File: config.mk
export PLATFORM = sky130hd
export DESIGN_NAME = program_loader
export DESIGN_NICKNAME = d
export VERILOG_FILES = /design/src/rtl/program_loader.sv
export SDC_FILE = /design/constraint.sdc
export NUM_CORES = 1
export LEC_CHECK = 0
export ABC_AREA = 1
export CAP_MARGIN = 10
export CORE_MARGIN = 2
export CORE_UTILIZATION = 25
export CTS_BUF_LIST = sky130_fd_sc_hd__clkbuf_4
export CTS_CLUSTER_SIZE = 20
export DETAILED_ROUTE_END_ITERATION = 12
export MAX_ROUTING_LAYER = met4
export PLACE_DENSITY = 0.51
export RECOVER_POWER = 25
export SYNTH_ARGS = -nofsm -noshare
export SYNTH_HDL_FRONTEND = slang
export SYNTH_SLANG_ARGS = --single-unit
File: constraint.sdc
create_clock -name i_clock -period 1.4 [get_ports i_clock]
set_clock_uncertainty 0.1 [all_clocks]
set_input_delay 0.28 -clock i_clock [delete_from_list [all_inputs] [get_ports i_clock]]
set_output_delay 0.28 -clock i_clock [all_outputs]
set_load 0.05 [all_outputs]
File: src/rtl/program_loader.sv
// Byte-stream program loader: assembles big-endian words from UART RX bytes and
// writes them sequentially into instruction memory until the HALT word.
module program_loader #(
    parameter int unsigned              DATA_WIDTH = 32,
    parameter int unsigned              ADDR_WIDTH = 10,
    parameter int unsigned              IMEM_WORDS = 256,
    parameter logic [DATA_WIDTH-1:0]    HALT_WORD  = 32'hFFFFFFFF
) (
    input  logic                    i_clock,
    input  logic                    i_reset,
    input  logic                    i_start,
    input  logic [7:0]              i_rx_data,
    input  logic                    i_rx_done,
    output logic                    o_imem_wr_en,
    output logic [ADDR_WIDTH-1:0]   o_imem_addr,
    output logic [DATA_WIDTH-1:0]   o_imem_data,
    output logic                    o_cpu_stall,
    output logic                    o_load_done,
    output logic                    o_error,
    output logic [ADDR_WIDTH-2:0]   o_word_count
);

    typedef enum logic [2:0] {
        S_IDLE,
        S_LOAD,
        S_WRITE,
        S_DONE,
        S_ERROR
    } state_t;

    localparam logic [ADDR_WIDTH-2:0] WORD_LIMIT = (ADDR_WIDTH-1)'(IMEM_WORDS);

    state_t                  state_q, state_d;
    logic [1:0]              byte_cnt_q, byte_cnt_d;
    logic [DATA_WIDTH-1:0]   asm_q, asm_d;
    logic [DATA_WIDTH-1:0]   data_q, data_d;
    logic [ADDR_WIDTH-2:0]   word_cnt_q, word_cnt_d;
    logic [DATA_WIDTH-1:0]   shifted;

    assign shifted = {asm_q[DATA_WIDTH-9:0], i_rx_data};

    always_ff @(posedge i_clock) begin
        if (!i_reset) begin
            state_q    <= S_IDLE;
            byte_cnt_q <= '0;
            asm_q      <= '0;
            data_q     <= '0;
            word_cnt_q <= '0;
        end else begin
            state_q    <= state_d;
            byte_cnt_q <= byte_cnt_d;
            asm_q      <= asm_d;
            data_q     <= data_d;
            word_cnt_q <= word_cnt_d;
        end
    end

    always_comb begin
        state_d    = state_q;
        byte_cnt_d = byte_cnt_q;
        asm_d      = asm_q;
        data_d     = data_q;
        word_cnt_d = word_cnt_q;
        case (state_q)
            S_IDLE, S_DONE, S_ERROR: begin
                if (i_start) begin
                    state_d    = S_LOAD;
                    byte_cnt_d = '0;
                    asm_d      = '0;
                    word_cnt_d = '0;
                end
            end
            S_LOAD: begin
                if (i_rx_done) begin
                    asm_d      = shifted;
                    byte_cnt_d = byte_cnt_q + 2'd1;
                    if (byte_cnt_q == 2'd3) begin
                        if (word_cnt_q == WORD_LIMIT) begin
                            state_d = S_ERROR;
                        end else begin
                            state_d = S_WRITE;
                            data_d  = shifted;
                        end
                    end
                end
            end
            S_WRITE: begin
                word_cnt_d = word_cnt_q + 1'b1;
                if (data_q == HALT_WORD) begin
                    state_d = S_DONE;
                end else begin
                    state_d = S_LOAD;
                    // A byte arriving during the write cycle starts the next word.
                    if (i_rx_done) begin
                        asm_d      = shifted;
                        byte_cnt_d = byte_cnt_q + 2'd1;
                    end
                end
            end
            default: state_d = S_IDLE;
        endcase
    end

    assign o_imem_wr_en = (state_q == S_WRITE);
    assign o_imem_addr  = {word_cnt_q[ADDR_WIDTH-3:0], 2'b00};
    assign o_imem_data  = data_q;
    assign o_cpu_stall  = (state_q == S_LOAD) || (state_q == S_WRITE);
    assign o_load_done  = (state_q == S_DONE);
    assign o_error      = (state_q == S_ERROR);
    assign o_word_count = word_cnt_q;

endmodule

* Yosys cells after proc, flatten, opt, wreduce, memory -nomap -nowiden
Index checks and enable logic that the tools add are counted.
** Storage, ports and cells
- Flip-flop bits (word level) :: 78
- Input port bits :: 12
- Output and inout port bits :: 55
- Word-level logic and storage cells :: 44
** Operators by class
- Add/subtract/negate cells :: 2
- Equal/unequal tests :: 11
- Muxes and demuxes :: 16
- Bitwise logic cells :: 1
- Reductions and logical operators :: 9
** Operators with widths (count)
- 32-bit 2-to-1 mux :: 3
- 32-bit case mux with 3 select lines :: 1
- 32-bit == test (second input constant) :: 1
- 9-bit case mux with 2 select lines :: 1
- 3-bit 2-to-1 mux :: 4
- 9-bit by 1-bit adder with 9-bit output (second input constant) :: 1
- 9-bit == test (second input constant) :: 1
- 9-bit 2-to-1 mux :: 1
- 3-bit case mux with 3 select lines :: 1
- 2-bit 2-to-1 mux :: 4
- 2-bit inequality test (second input constant) :: 4
- 3-bit by 2-bit == test with 1-bit output (second input constant) :: 2
- 2-bit case mux with 3 select lines :: 1
- 3-bit AND reduction :: 2
- 4-bit AND reduction :: 1
- 3-bit by 1-bit == test with 1-bit output (second input constant) :: 1
- 3-bit == test (second input constant) :: 1
- 3-bit logical NOT :: 1
- 3-bit nonzero test :: 1
- 3-bit OR reduction :: 1
- 2-bit by 1-bit adder with 2-bit output (second input constant) :: 1
- 2-bit == test (second input constant) :: 1
- 2-bit AND reduction :: 1
- 2-bit nonzero test :: 1
- other kinds (2) :: 2

* Logic depth before layout (Yosys ltp)
Gate-level depths: netlist (run 1).
- Depth in word-level cells :: 5
- Gate-level depth with buffers :: 11
- Gate-level depth less buffers :: 10

* Worst setup path before layout (run 1)
Ideal clock, no wire load.
- Path kind :: reg2reg
- Start :: register word_cnt_q[0], in the netlist o_word_count[0]
- End :: register data_q[0], in the netlist o_imem_data[0]
- Library setup time :: 0.128 ns
- Arrival time :: 1.716 ns
- Required time :: 1.172 ns
- Slack :: -0.544 ns
- Stages on the path, launching flop included :: 10
- Buffers on the path :: 1
- Clock period less this slack :: 1.944 ns
- Cell sequence :: dfxtp_1 > inv_1 > ha_1 > nand2_1 > nor3_1 > nand2_1 > nand3_2 > clkbuf_1 > o21ai_0 > a21oi_1
** On the way
- Cells in the longest elaborated chain, start to end :: 3
** Ends and longest elaborated chain
- from (decl) :: RTL line 37 : logic [ADDR_WIDTH-2:0] word_cnt_q, word_cnt_d;
- from (signal assigned) :: RTL line 54 : word_cnt_q <= word_cnt_d;
- 9-bit == test :: RTL line 78 : if (word_cnt_q == WORD_LIMIT) begin
- 1-bit NOT (no source line)
- 4-bit AND reduction (no source line)
- to (signal assigned) :: RTL line 53 : data_q <= data_d;
- to (decl) :: RTL line 36 : logic [DATA_WIDTH-1:0] data_q, data_d;
No other way between the ends.
A chain may end at the register's enable or synchronous reset.

* Worst setup path after layout (run 1)
- Start :: register state_q[1]
- End :: output port o_cpu_stall
** On the way
- Cells in the longest elaborated chain, start to end :: 2
- Elaborated cells between the ends (all ways) :: 3
- Classes of those cells :: eq/ne: 2; reduce/logical: 1
** Ends and longest elaborated chain
- from (decl) :: RTL line 33 : state_t state_q, state_d;
- from (signal assigned) :: RTL line 50 : state_q <= state_d;
- 3-bit by 1-bit == test with 1-bit output or 3-bit by 2-bit == test with 1-bit output (tied branches) :: RTL line 107 : assign o_cpu_stall = (state_q == S_LOAD) || (state_q == S_WRITE);
- 1-bit logical OR * :: RTL line 107
- to (decl) :: RTL line 17 : output logic o_cpu_stall,
Every way passes the cells marked *; elsewhere a longest branch is shown, timed or not.

==> results of run 1 <==
-- routing by layer --
metal / vias to the layer above / share of wire [%] / global-route usage, %
li1: 1830 / - / -
met1: 1727 / 41 / 18.64
met2: 67 / 54 / 27.62
met3: 13 / 3.4 / 2.969
met4: 0 / 1.7 / 5.208
met5: - / 0 / -
-- registers in the layout, indices dropped and copies added (netlist names) --
signal,flops
asm_q,24
byte_cnt_q,2
o_imem_data,32
o_word_count,9
state_q,3
-- worst min-delay path, delay by kind of cell --
kind / cells / cell delay, ns
buf+inv: 1 / 0.18
simple gates: 2 / 0.13
-- worst paths after layout --
kind | startpoint | to | slack (ns)
max | state_q[1] | o_cpu_stall | -0.29
min | i_reset | o_word_count[5] | 0.10
max reg2reg | o_word_count[1] | o_imem_data[9] | -0.27
min reg2reg | asm_q[8] | o_imem_data[16] | 0.42
-- metrics by stage --
| step | util (%) | std cells | TNS (ns) | hold WS, ns | instance area [µm²] |
|---|---|---|---|---|---|
| global route | 53.29 | 832 | -21.61 | 0.07494 | 6973 |
| CTS | 49.64 | 820 | -18.76 | 0.05370 | 6495 |
| global placement | 40.14 | 762 | -17.36 | 0.3584 | 5253 |
| finish | 53.29 | 832 | -14.00 | 0.1021 | 6973 |
| detailed placement | 40.14 | 762 | -18.94 | 0.3660 | 5253 |
| floorplan | - | 482 | -6.063 | 0.3398 | 3498 |
-- area by class of cell --
cell class              count  area (µm²)  area share, %
flip-flops and latches     70        1536          22.03
clock buffers              11       82.58          1.184
multi-input cells         307        2034          29.18
repair buffers            189        2675          38.36
inverters                  74       317.8          4.558
well taps                 176       220.2          3.158
clock inverters             5       106.4          1.525
-- placed cells by master, fill, tap and decap left out, drive strengths merged, types with 3 or more instances in the layout --
cell type	count
nand3	21
clkdlybuf4s50	10
a21oi	41
buf	177
clkbuf	13
nor2	81
o21ai	40
nor3	7
bufinv	3
inv	73
dfxtp	70
nand2	106
ha	3
-- repair_timing --
item	in CTS	in global routing
pin swaps	32	47
gates resized for setup	149	116
setup buffers	30	32
setup endpoints to repair	122	123
gates cloned	12	2
-- cells by family after synthesis --
| family | share of synthesized area, % |
|---|---|
| other cells | 0.1135 |
| simple gates | 29.50 |
| fa+ha+maj | 1.136 |
| flops | 42.41 |
| compound gates | 12.91 |
| buf+inv | 13.93 |
-- power by group through the flow --
stage | Clock (mW) | Sequential, mW | Combinational (mW)
6_report | 1.71 | 2.77 | 4.46
5_1_grt | 1.85 | 2.82 | 4.84
4_1_cts | 1.75 | 2.70 | 4.04
3_5_place_dp | 0 | 2.67 | 3.31
3_3_place_gp | 0 | 2.66 | 3.28
2_1_floorplan | 0 | 2.68 | 2.22
==> impl_metrics.py, run 1 <==
metrics = {
    "routing": {
        "dr.first_iter.drc_count": 151,
        "drt_wl_total_um": 11030,
        "firstDrtPassIters": 4,
        "route.vias.total": 3637,
        "wl_per_cell_um": 13.25,
        "drc": 0,
        "antenna_left": 0,
        "via_per_inst": 4.371,
    },
    "pwr": {
        "clkPwrFrac_pct": 19.1,
        "p_leak_nw": 2.863,
        "netSwitchingFraction_pct": 40.66,
        "power_density_mw_per_mm2": 1281,
        "p_int_mw": 5.300,
        "power_frac_comb_pct": 49.9,
        "p_total_mw": 8.930,
        "ir_drop_mv": 0.9957,
        "seqPwrFrac_pct": 31.0,
        "p_switching_mw": 3.631,
    },
    "global_routing": {
        "grt_max_degree": 30,
        "gr-total-overflow": 0,
        "grt_first_pass_wirelength_um": 17610,
        "antenna_found_initial": 0,
        "track_usage_pct": 15.95,
        "grt_pass1_vias": 3644,
    },
    "cells_and_area": {
        "layout-drive-gt1-share_pct": 58.99,
        "nNetsFinal": 666,
        "fillCellCount": 1117,
        "antennaDiodeCount": 0,
        "synthToLayoutAreaGrowth_pct": 111.0,
    },
    "setup_path": {
        "cp_top_family": "flip-flops",
        "cp.required_ns": 1.02,
        "crit_buf_inv": 3,
        "worstRegToRegCells": 11,
        "critical_path_class": "flip-flop to output port",
        "critPathMaxStageDelay_ns": 0.39,
        "cp.depth": 5,
        "cp_max_fo": 4,
        "crit_path_cell_trace": "inv_4 > nand3_4 > nand2_4 > buf_12 > buf_12",
        "slowest_stage": "dfxtp_4",
        "crit_top_cell": "buf_12",
        "critPathLaunchType": "flip-flop",
        "setup.worst_path.end_class": "output port",
        "cp_data_arrival_time_ns": 1.31,
    },
    "yosys": {
        "synthArstFlopShare_pct": 0,
        "synth_top_area_cell": "dfxtp_1",
        "synth.top_cell.area_share_pct": 42.41,
        "synth_flop_cell": "dfxtp_1",
        "netlist_instances": 481,
        "synth.distinct_cells": 31,
        "synth-seq-cells": 70,
        "yosysSeqAreaShare_pct": 42.41,
        "synth_area_leaders": "dfxtp_1 (42%), nand2_1 (11%), inv_1 (7.8%)",
        "synth_edf_count": 0,
        "yosysMostFrequentCell": "nand2_1",
        "synth.avg_cell_area_um2": 6.870,
        "synth_commonest_cells": "nand2_1 (100), dfxtp_1 (70), inv_1 (69), nor2_1 (69), a21oi_1 (41)",
        "ys.warnings.count": 0,
        "syn_area_mm2": 0.003304,
    },
    "timing": {
        "post-route-min-period_ns": 1.694,
        "final_hold_viol_count": 0,
        "rsz0062_at_grt": "true",
        "clock.fmax_ghz": 0.5902,
        "slew_viol_final": 0,
        "setup_viol_count_final": 112,
        "min_period_over_period_pct": 121.0,
        "worst_slack_ns": -0.2944,
    },
    "floorplanning": {
        "coreArea_mm2": 0.01309,
        "num_io_pins": 67,
        "die_w_um": 119.0,
        "die-area_mm2": 0.01415,
        "dieHeight_um": 119.0,
        "start_util_pct": 25.25,
        "fp-row-count": 42,
    },
    "clock_tree": {
        "cts_inserted_buffers": 9,
        "cts.sinks": 70,
        "clk_latency_ns": 0.42,
        "clockBufferDepth": 2,
        "htreeDepth": 3,
        "cts-root-buf": "clkbuf_4",
        "cts_tree": "yes",
        "holdBufCountCts": 0,
        "path_clk_slew_ns": 0.12,
    },
    "run_status": {
        "violations": "setup timing",
        "outcome": "finished with violations",
    },
    "min_path": {
        "min-delay-path-class": "input pin to flip-flop",
        "hold_depth": 3,
    },
    "placed_design": {
        "io_buffers": 64,
        "hpwl_um": 6591,
        "place.gp.congestion": 0.8366,
        "pre_cts_slack_ns": -0.3518,
    },
    "flow_run": {
        "maxCapViolations": 0,
    },
}
(Power assumes the default switching activity.)
==> run 2, diff against run 1 <==
--- a/config.mk
+++ b/config.mk
@@ -10,11 +10,12 @@
 export CORE_MARGIN = 2
 export CORE_UTILIZATION = 25
 export CTS_BUF_LIST = sky130_fd_sc_hd__clkbuf_4
+export CTS_CLUSTER_DIAMETER = 30
 export CTS_CLUSTER_SIZE = 20
 export DETAILED_ROUTE_END_ITERATION = 12
-export MAX_ROUTING_LAYER = met4
 export PLACE_DENSITY = 0.51
 export RECOVER_POWER = 25
+export REMOVE_ABC_BUFFERS = 1
 export SYNTH_ARGS = -nofsm -noshare
 export SYNTH_HDL_FRONTEND = slang
 export SYNTH_SLANG_ARGS = --single-unit
==> run 2 against run 1 <==
  * The flow still finishes with violations (setup timing)
  * Sequential power about the same
  * Setup slack improved by 0.0064 ns
  * Worst hold slack improved by 0.026 ns
  * Non-clock buffer count is 7 lower
  * Flip-flop and latch count unchanged
  * Largest cell class unchanged
  * Largest power group unchanged
==> impl_metrics.py, run 2 (synthesized netlist as in run 1, its figures left out) <==
metrics = {
    "cells_and_area": {
        "mostFrequentLayoutCell": "nand2_1",
        "layout_common_cells": "nand2_1 (81), inv_1 (65), buf_12 (64)",
        "fin_cells": 826,
        "largest_reg_flops": 32,
        "final_util_pct": 50.64,
        "synthToLayoutAreaGrowth_pct": 100.5,
        "layout-drive-gt1-share_pct": 54.55,
        "nNetsFinal": 659,
        "final_area_mm2": 0.006626,
    },
    "clock_tree": {
        "cts.sinks": 70,
        "holdBufCountCts": 0,
        "clk_latency_ns": 0.41,
        "path_clk_slew_ns": 0.13,
        "clockBufferDepth": 2,
        "cts_tree": "yes",
        "htreeDepth": 3,
        "cts_inserted_buffers": 9,
        "cts-root-buf": "clkbuf_4",
    },
    "floorplanning": {
        "die-area_mm2": 0.01415,
        "coreArea_mm2": 0.01309,
        "num_io_pins": 67,
        "die_w_um": 119.0,
        "dieHeight_um": 119.0,
        "fp-row-count": 42,
        "start_util_pct": 25.25,
    },
    "setup_path": {
        "cp_top_family": "buffers and inverters",
        "crit_buf_inv": 3,
        "worstRegToRegCells": 10,
        "critPathLaunchType": "flip-flop",
        "setup.worst_path.end_class": "flip-flop",
        "cp.required_ns": 1.62,
        "r2r-end": "o_imem_data[19]",
        "cp_data_arrival_time_ns": 1.91,
        "crit_path_cell_trace": "inv_2 > ha_4 > nand2_2 > nor3_2 > nand2_2 > nand3_4 > buf_12 > buf_16 > o21ai_4 > a21oi_4",
        "slowest_stage": "dfxtp_2",
        "cp_max_fo": 7,
        "critPathMaxStageDelay_ns": 0.37,
        "critical_path_class": "flip-flop to flip-flop",
        "crit_top_cell": "nand2_2",
        "r2r_setup_slack_ns": -0.29,
        "r2r_start": "o_word_count[1]",
    },
    "timing": {
        "holdWs_ns": 0.1284,
        "setup_viol_count_final": 87,
        "clock.fmax_ghz": 0.5924,
        "rsz0062_at_grt": "true",
        "final_hold_viol_count": 0,
        "post-route-min-period_ns": 1.688,
        "slew_viol_final": 0,
        "min_period_over_period_pct": 120.6,
        "worst_slack_ns": -0.2881,
    },
    "min_path": {
        "hold_depth": 3,
        "min-delay-path-class": "input pin to flip-flop",
        "hp-start": "i_reset",
        "worst_hold_path.endpoint": "o_word_count[5]",
    },
    "pwr": {
        "power_density_mw_per_mm2": 1331,
        "ir_drop_mv": 0.7554,
        "p_total_mw": 8.823,
        "p_leak_nw": 2.714,
    },
    "routing": {
        "antenna_left": 0,
        "drc": 0,
        "drt_wl_total_um": 11110,
        "dr.first_iter.drc_count": 120,
        "firstDrtPassIters": 5,
        "wl_per_cell_um": 13.45,
        "via_per_inst": 4.378,
        "route.vias.total": 3616,
    },
    "global_routing": {
        "antenna_found_initial": 1,
        "track_usage_pct": 14.69,
        "gr-total-overflow": 0,
        "grt_pass1_vias": 3615,
        "grt_max_degree": 38,
        "grt_first_pass_wirelength_um": 16750,
    },
    "run_status": {
        "violations": "setup timing",
        "outcome": "finished with violations",
    },
    "placed_design": {
        "placed_area_mm2": 0.005090,
        "place.gp.congestion": 0.8179,
        "hpwl_um": 6332,
        "dpl.cell_count": 761,
        "io_buffers": 64,
    },
    "flow_run": {
        "maxCapViolations": 0,
    },
}
-- run 2: changes by cell type in the layout (fill, tap and decap cells not counted), sizes merged --
cell    previous run  this run
buf              177       170
clkbuf            13        11
clkinv             2         4
bufinv             3         2
diode              0         1
inv               73        74
-- run 2: repair_timing --
action / 4_1_cts / 5_1_grt
buffers inserted: 17 / 38
pin swaps: 18 / 53
gates resized for setup: 174 / 130
gates cloned: 8 / 2
endpoints found under the setup margin: 121 / 120
-- run 2: tightest hold or removal path: cells and delay by family --
kind / cells / cell delay (ns)
buffers and inverters: 1 / 0.20
and+or+nand+nor: 2 / 0.13
-- run 2: report_power, final --
part / leakage, nW / internal (mW) / switching [mW]
logic: 2.04 / 2.15 / 2.47
registers: 0.592 / 2.40 / 0.359
clock network: 0.0791 / 0.714 / 0.734
-- run 2: metrics by stage --
stage                     setup TNS, ns  setup WS, ns
after global placement           -20.14       -0.3989
after global routing             -20.64       -0.3412
after CTS                        -15.94       -0.2941
after detailed placement         -20.27       -0.3792
final                            -13.96       -0.2881
after floorplan                  -64.55        -1.370
-- run 2: worst max-delay path by stage --
| stage | cells past startpoint | start | endpoint |
|---|---|---|---|
| 2_1_floorplan | 8 | o_word_count[0] | o_imem_data[0] |
| 3_3_place_gp | 8 | i_rx_done | state_q[0] |
| 3_5_place_dp | 8 | i_rx_done | state_q[0] |
| 4_1_cts | 5 | state_q[0] | o_cpu_stall |
| 5_1_grt | 10 | o_word_count[1] | o_imem_data[19] |
| 6_report | 10 | o_word_count[1] | o_imem_data[19] |
-- run 2: cell type report --
class,instances,area [µm²]
Timing Repair Buffer,182,2549
Inverter,74,295.3
Multi-Input combinational cell,307,1943
Clock inverter,7,87.58
Sequential cell,70,1461
Antenna cell,1,2.502
Tap cell,176,220.2
Fill cell,1160,6459
Clock buffer,9,67.56
-- run 2: routing by layer --
| layer | up-vias | track usage (%) | routed length (µm) |
|---|---|---|---|
| li1 | 1801 | - | - |
| met1 | 1738 | 18.34 | 4776 |
| met2 | 62 | 25.72 | 5827 |
| met3 | 15 | 2.011 | 341 |
| met4 | 0 | 5.357 | 164 |
| met5 | - | 0 | 0 |
==> run 3, diff against run 2 <==
--- a/config.mk
+++ b/config.mk
@@ -6,14 +6,14 @@
 export NUM_CORES = 1
 export LEC_CHECK = 0
 export ABC_AREA = 1
-export CAP_MARGIN = 10
 export CORE_MARGIN = 2
-export CORE_UTILIZATION = 25
+export CORE_UTILIZATION = 38
 export CTS_BUF_LIST = sky130_fd_sc_hd__clkbuf_4
 export CTS_CLUSTER_DIAMETER = 30
 export CTS_CLUSTER_SIZE = 20
 export DETAILED_ROUTE_END_ITERATION = 12
-export PLACE_DENSITY = 0.51
+export GPL_TIMING_DRIVEN = 0
+export PLACE_DENSITY = 0.69
 export RECOVER_POWER = 25
 export REMOVE_ABC_BUFFERS = 1
 export SYNTH_ARGS = -nofsm -noshare
==> run 3 against run 2 <==
  * The flow still finishes with violations (setup timing)
  * Sequential power barely moved
  * Count of clock-buffer cells in the layout did not move
  * Sequential share of layout area rose by 5.1 points
  * Non-clock buffer count fell by 65
  * Routed wire length rose by 11%
  * Combinational power fell by 2%
  * Clock power barely moved
  * Utilization rose by 13 points
  * Setup slack got worse by 0.057 ns
  * First-iteration DRC count rose to 2.7 times the previous value
  * Via count rose by 5.3%
  * Fmax fell by 3.3%
  * Critical path type unchanged
  * Largest cell class is now multi-input gates
  * Highest routed layer unchanged
==> impl_metrics.py, run 3 (synthesized netlist as in run 1, its figures left out) <==
metrics = {
    "clock_tree": {
        "htreeDepth": 3,
        "clockBufferDepth": 2,
        "cts_inserted_buffers": 9,
        "cts-root-buf": "clkbuf_4",
        "clk_latency_ns": 0.44,
        "cts_tree": "yes",
        "path_clk_slew_ns": 0.11,
        "cts.sinks": 70,
    },
    "timing": {
        "setup_viol_count_final": 93,
        "rsz0062_at_grt": "true",
        "clock.fmax_ghz": 0.5730,
        "min_period_over_period_pct": 124.7,
        "final_hold_viol_count": 0,
        "slew_viol_final": 0,
        "worst_slack_ns": -0.3451,
        "slew-limit-headroom_pct": 56.77,
        "post-route-min-period_ns": 1.745,
        "worstMarginPinSlew_ns": 0.6485,
    },
    "floorplanning": {
        "die_w_um": 97.25,
        "dieHeight_um": 97.25,
        "coreArea_mm2": 0.008593,
        "start_util_pct": 38.45,
        "fp-row-count": 34,
        "num_io_pins": 67,
        "die-area_mm2": 0.009458,
    },
    "routing": {
        "highest_layer": "met4",
        "firstDrtPassIters": 6,
        "drt_wl_total_um": 12280,
        "dr.first_iter.drc_count": 318,
        "dr_wl_met2_um": 6101,
        "wl_per_cell_um": 17.50,
        "route.vias.total": 3806,
        "wl_met1_um": 4622,
        "antenna_left": 0,
        "via_per_inst": 5.422,
        "wl_met3_um": 926,
        "drc": 0,
    },
    "setup_path": {
        "cp.required_ns": 1.64,
        "critical_path_class": "flip-flop to flip-flop",
        "critPathLaunchType": "flip-flop",
        "setup.worst_path.end_class": "flip-flop",
        "cp_max_fo": 7,
        "cp_data_arrival_time_ns": 1.98,
    },
    "pwr": {
        "p_leak_nw": 2.208,
        "p_total_mw": 8.721,
        "netSwitchingFraction_pct": 44.80,
        "p_int_mw": 4.814,
        "p_switching_mw": 3.907,
        "power_density_mw_per_mm2": 1595,
        "ir_drop_mv": 0.6897,
        "seqPwrFrac_pct": 31.6,
        "power_frac_comb_pct": 51.8,
        "clkPwrFrac_pct": 16.6,
    },
    "cells_and_area": {
        "layout_common_cells": "nand2_1 (82), inv_1 (61), nor2_1 (56)",
        "final_area_mm2": 0.005469,
        "final_util_pct": 63.64,
        "largest_reg_flops": 32,
        "layout-drive-gt1-share_pct": 50.17,
        "mostFrequentLayoutCell": "nand2_1",
        "antennaDiodeCount": 0,
        "synthToLayoutAreaGrowth_pct": 65.51,
        "fillCellCount": 639,
        "nNetsFinal": 605,
    },
    "global_routing": {
        "gr-total-overflow": 0,
        "track_usage_pct": 21.28,
        "antenna_found_initial": 0,
        "grt_first_pass_wirelength_um": 16260,
        "grt_pass1_vias": 3312,
        "grt_max_degree": 39,
    },
    "placed_design": {
        "io_buffers": 64,
        "place.gp.congestion": 0.8564,
        "hpwl_um": 4941,
        "pre_cts_slack_ns": -1.306,
        "placed_area_mm2": 0.003919,
    },
    "run_status": {
        "violations": "setup timing",
        "outcome": "finished with violations",
    },
    "flow_run": {
        "maxCapViolations": 0,
    },
    "min_path": {
        "min-delay-path-class": "input pin to flip-flop",
    },
}
run 3: cell types whose count changed in the layout (fill, tap and decap cells not counted), sizes merged:
| cell | delta |
|---|---|
| buf | -63 |
| clkbuf | -2 |
| clkinv | +2 |
| clkinvlp | +3 |
| diode | -1 |
| inv | -5 |
| nand2 | +3 |
| nand3 | +7 |
run 3: final timing paths:
kind	start	endpoint	slack (ns)	cells after the start
worst min register to register	o_imem_data[31]	o_imem_data[31]	0.36	2
worst min-delay path	i_reset	o_imem_data[21]	0.26	3
worst max register to register	state_q[2]	asm_q[7]	-0.35	10
worst max-delay path	state_q[2]	asm_q[7]	-0.35	10
run 3: what timing repair did:
| item | CTS | global route |
|---|---|---|
| endpoints found under the setup margin | 122 | 110 |
| gates cloned | 12 | 0 |
| hold buffers | 0 | 0 |
| setup buffers | 28 | 24 |
| gates resized for setup | 472 | 168 |
| pin swaps | 16 | 37 |
run 3: metal layers:
layer  vias to the layer above  track usage (%)
met3                        71            6.043
met4                         0            10.90
met2                       218            34.78
met5                         -                0
li1                       1723                -
met1                      1794            25.55
run 3: per-stage QoR:
step                hold WS (ns)  TNS (ns)  instances
finish                    0.2622    -18.68        702
global route              0.2813    -22.68        702
CTS                       0.2131    -12.78        679
detailed placement        0.3532    -71.48        624
global placement          0.3492   -103.78        623
floorplan                 0.2776    -64.55        451
run 3: power by group through the flow:
stage	Clock, mW	Sequential, mW	Combinational (mW)
2_1_floorplan	0	2.72	1.93
3_3_place_gp	0	2.66	2.57
3_5_place_dp	0	2.67	2.61
4_1_cts	1.42	2.65	3.57
5_1_grt	1.54	2.80	4.81
6_report	1.45	2.75	4.52
run 3: critical path, cell delays in order (launching register included):
cell,delay (ns)
dfxtp_4,0.37
inv_6,0.08
nand3_4,0.13
nand2_8,0.14
clkinv_8,0.06
nor2_4,0.15
nor2_8,0.08
nand2_8,0.11
clkinvlp_4,0.18
nor2_1,0.16
nor2_1,0.07
run 3: cell type report:
| cell class | instances | area [µm²] | area share [%] |
|---|---|---|---|
| sequential | 70 | 1485 | 27.16 |
| inverter | 74 | 319.1 | 5.834 |
| tap | 108 | 135.1 | 2.471 |
| clock buffer | 9 | 67.56 | 1.235 |
| multi-input combinational | 317 | 2083 | 38.09 |
| clock inverter | 6 | 77.57 | 1.418 |
| timing repair buffer | 117 | 1294 | 23.66 |
| timing repair inverter | 1 | 7.507 | 0.1373 |
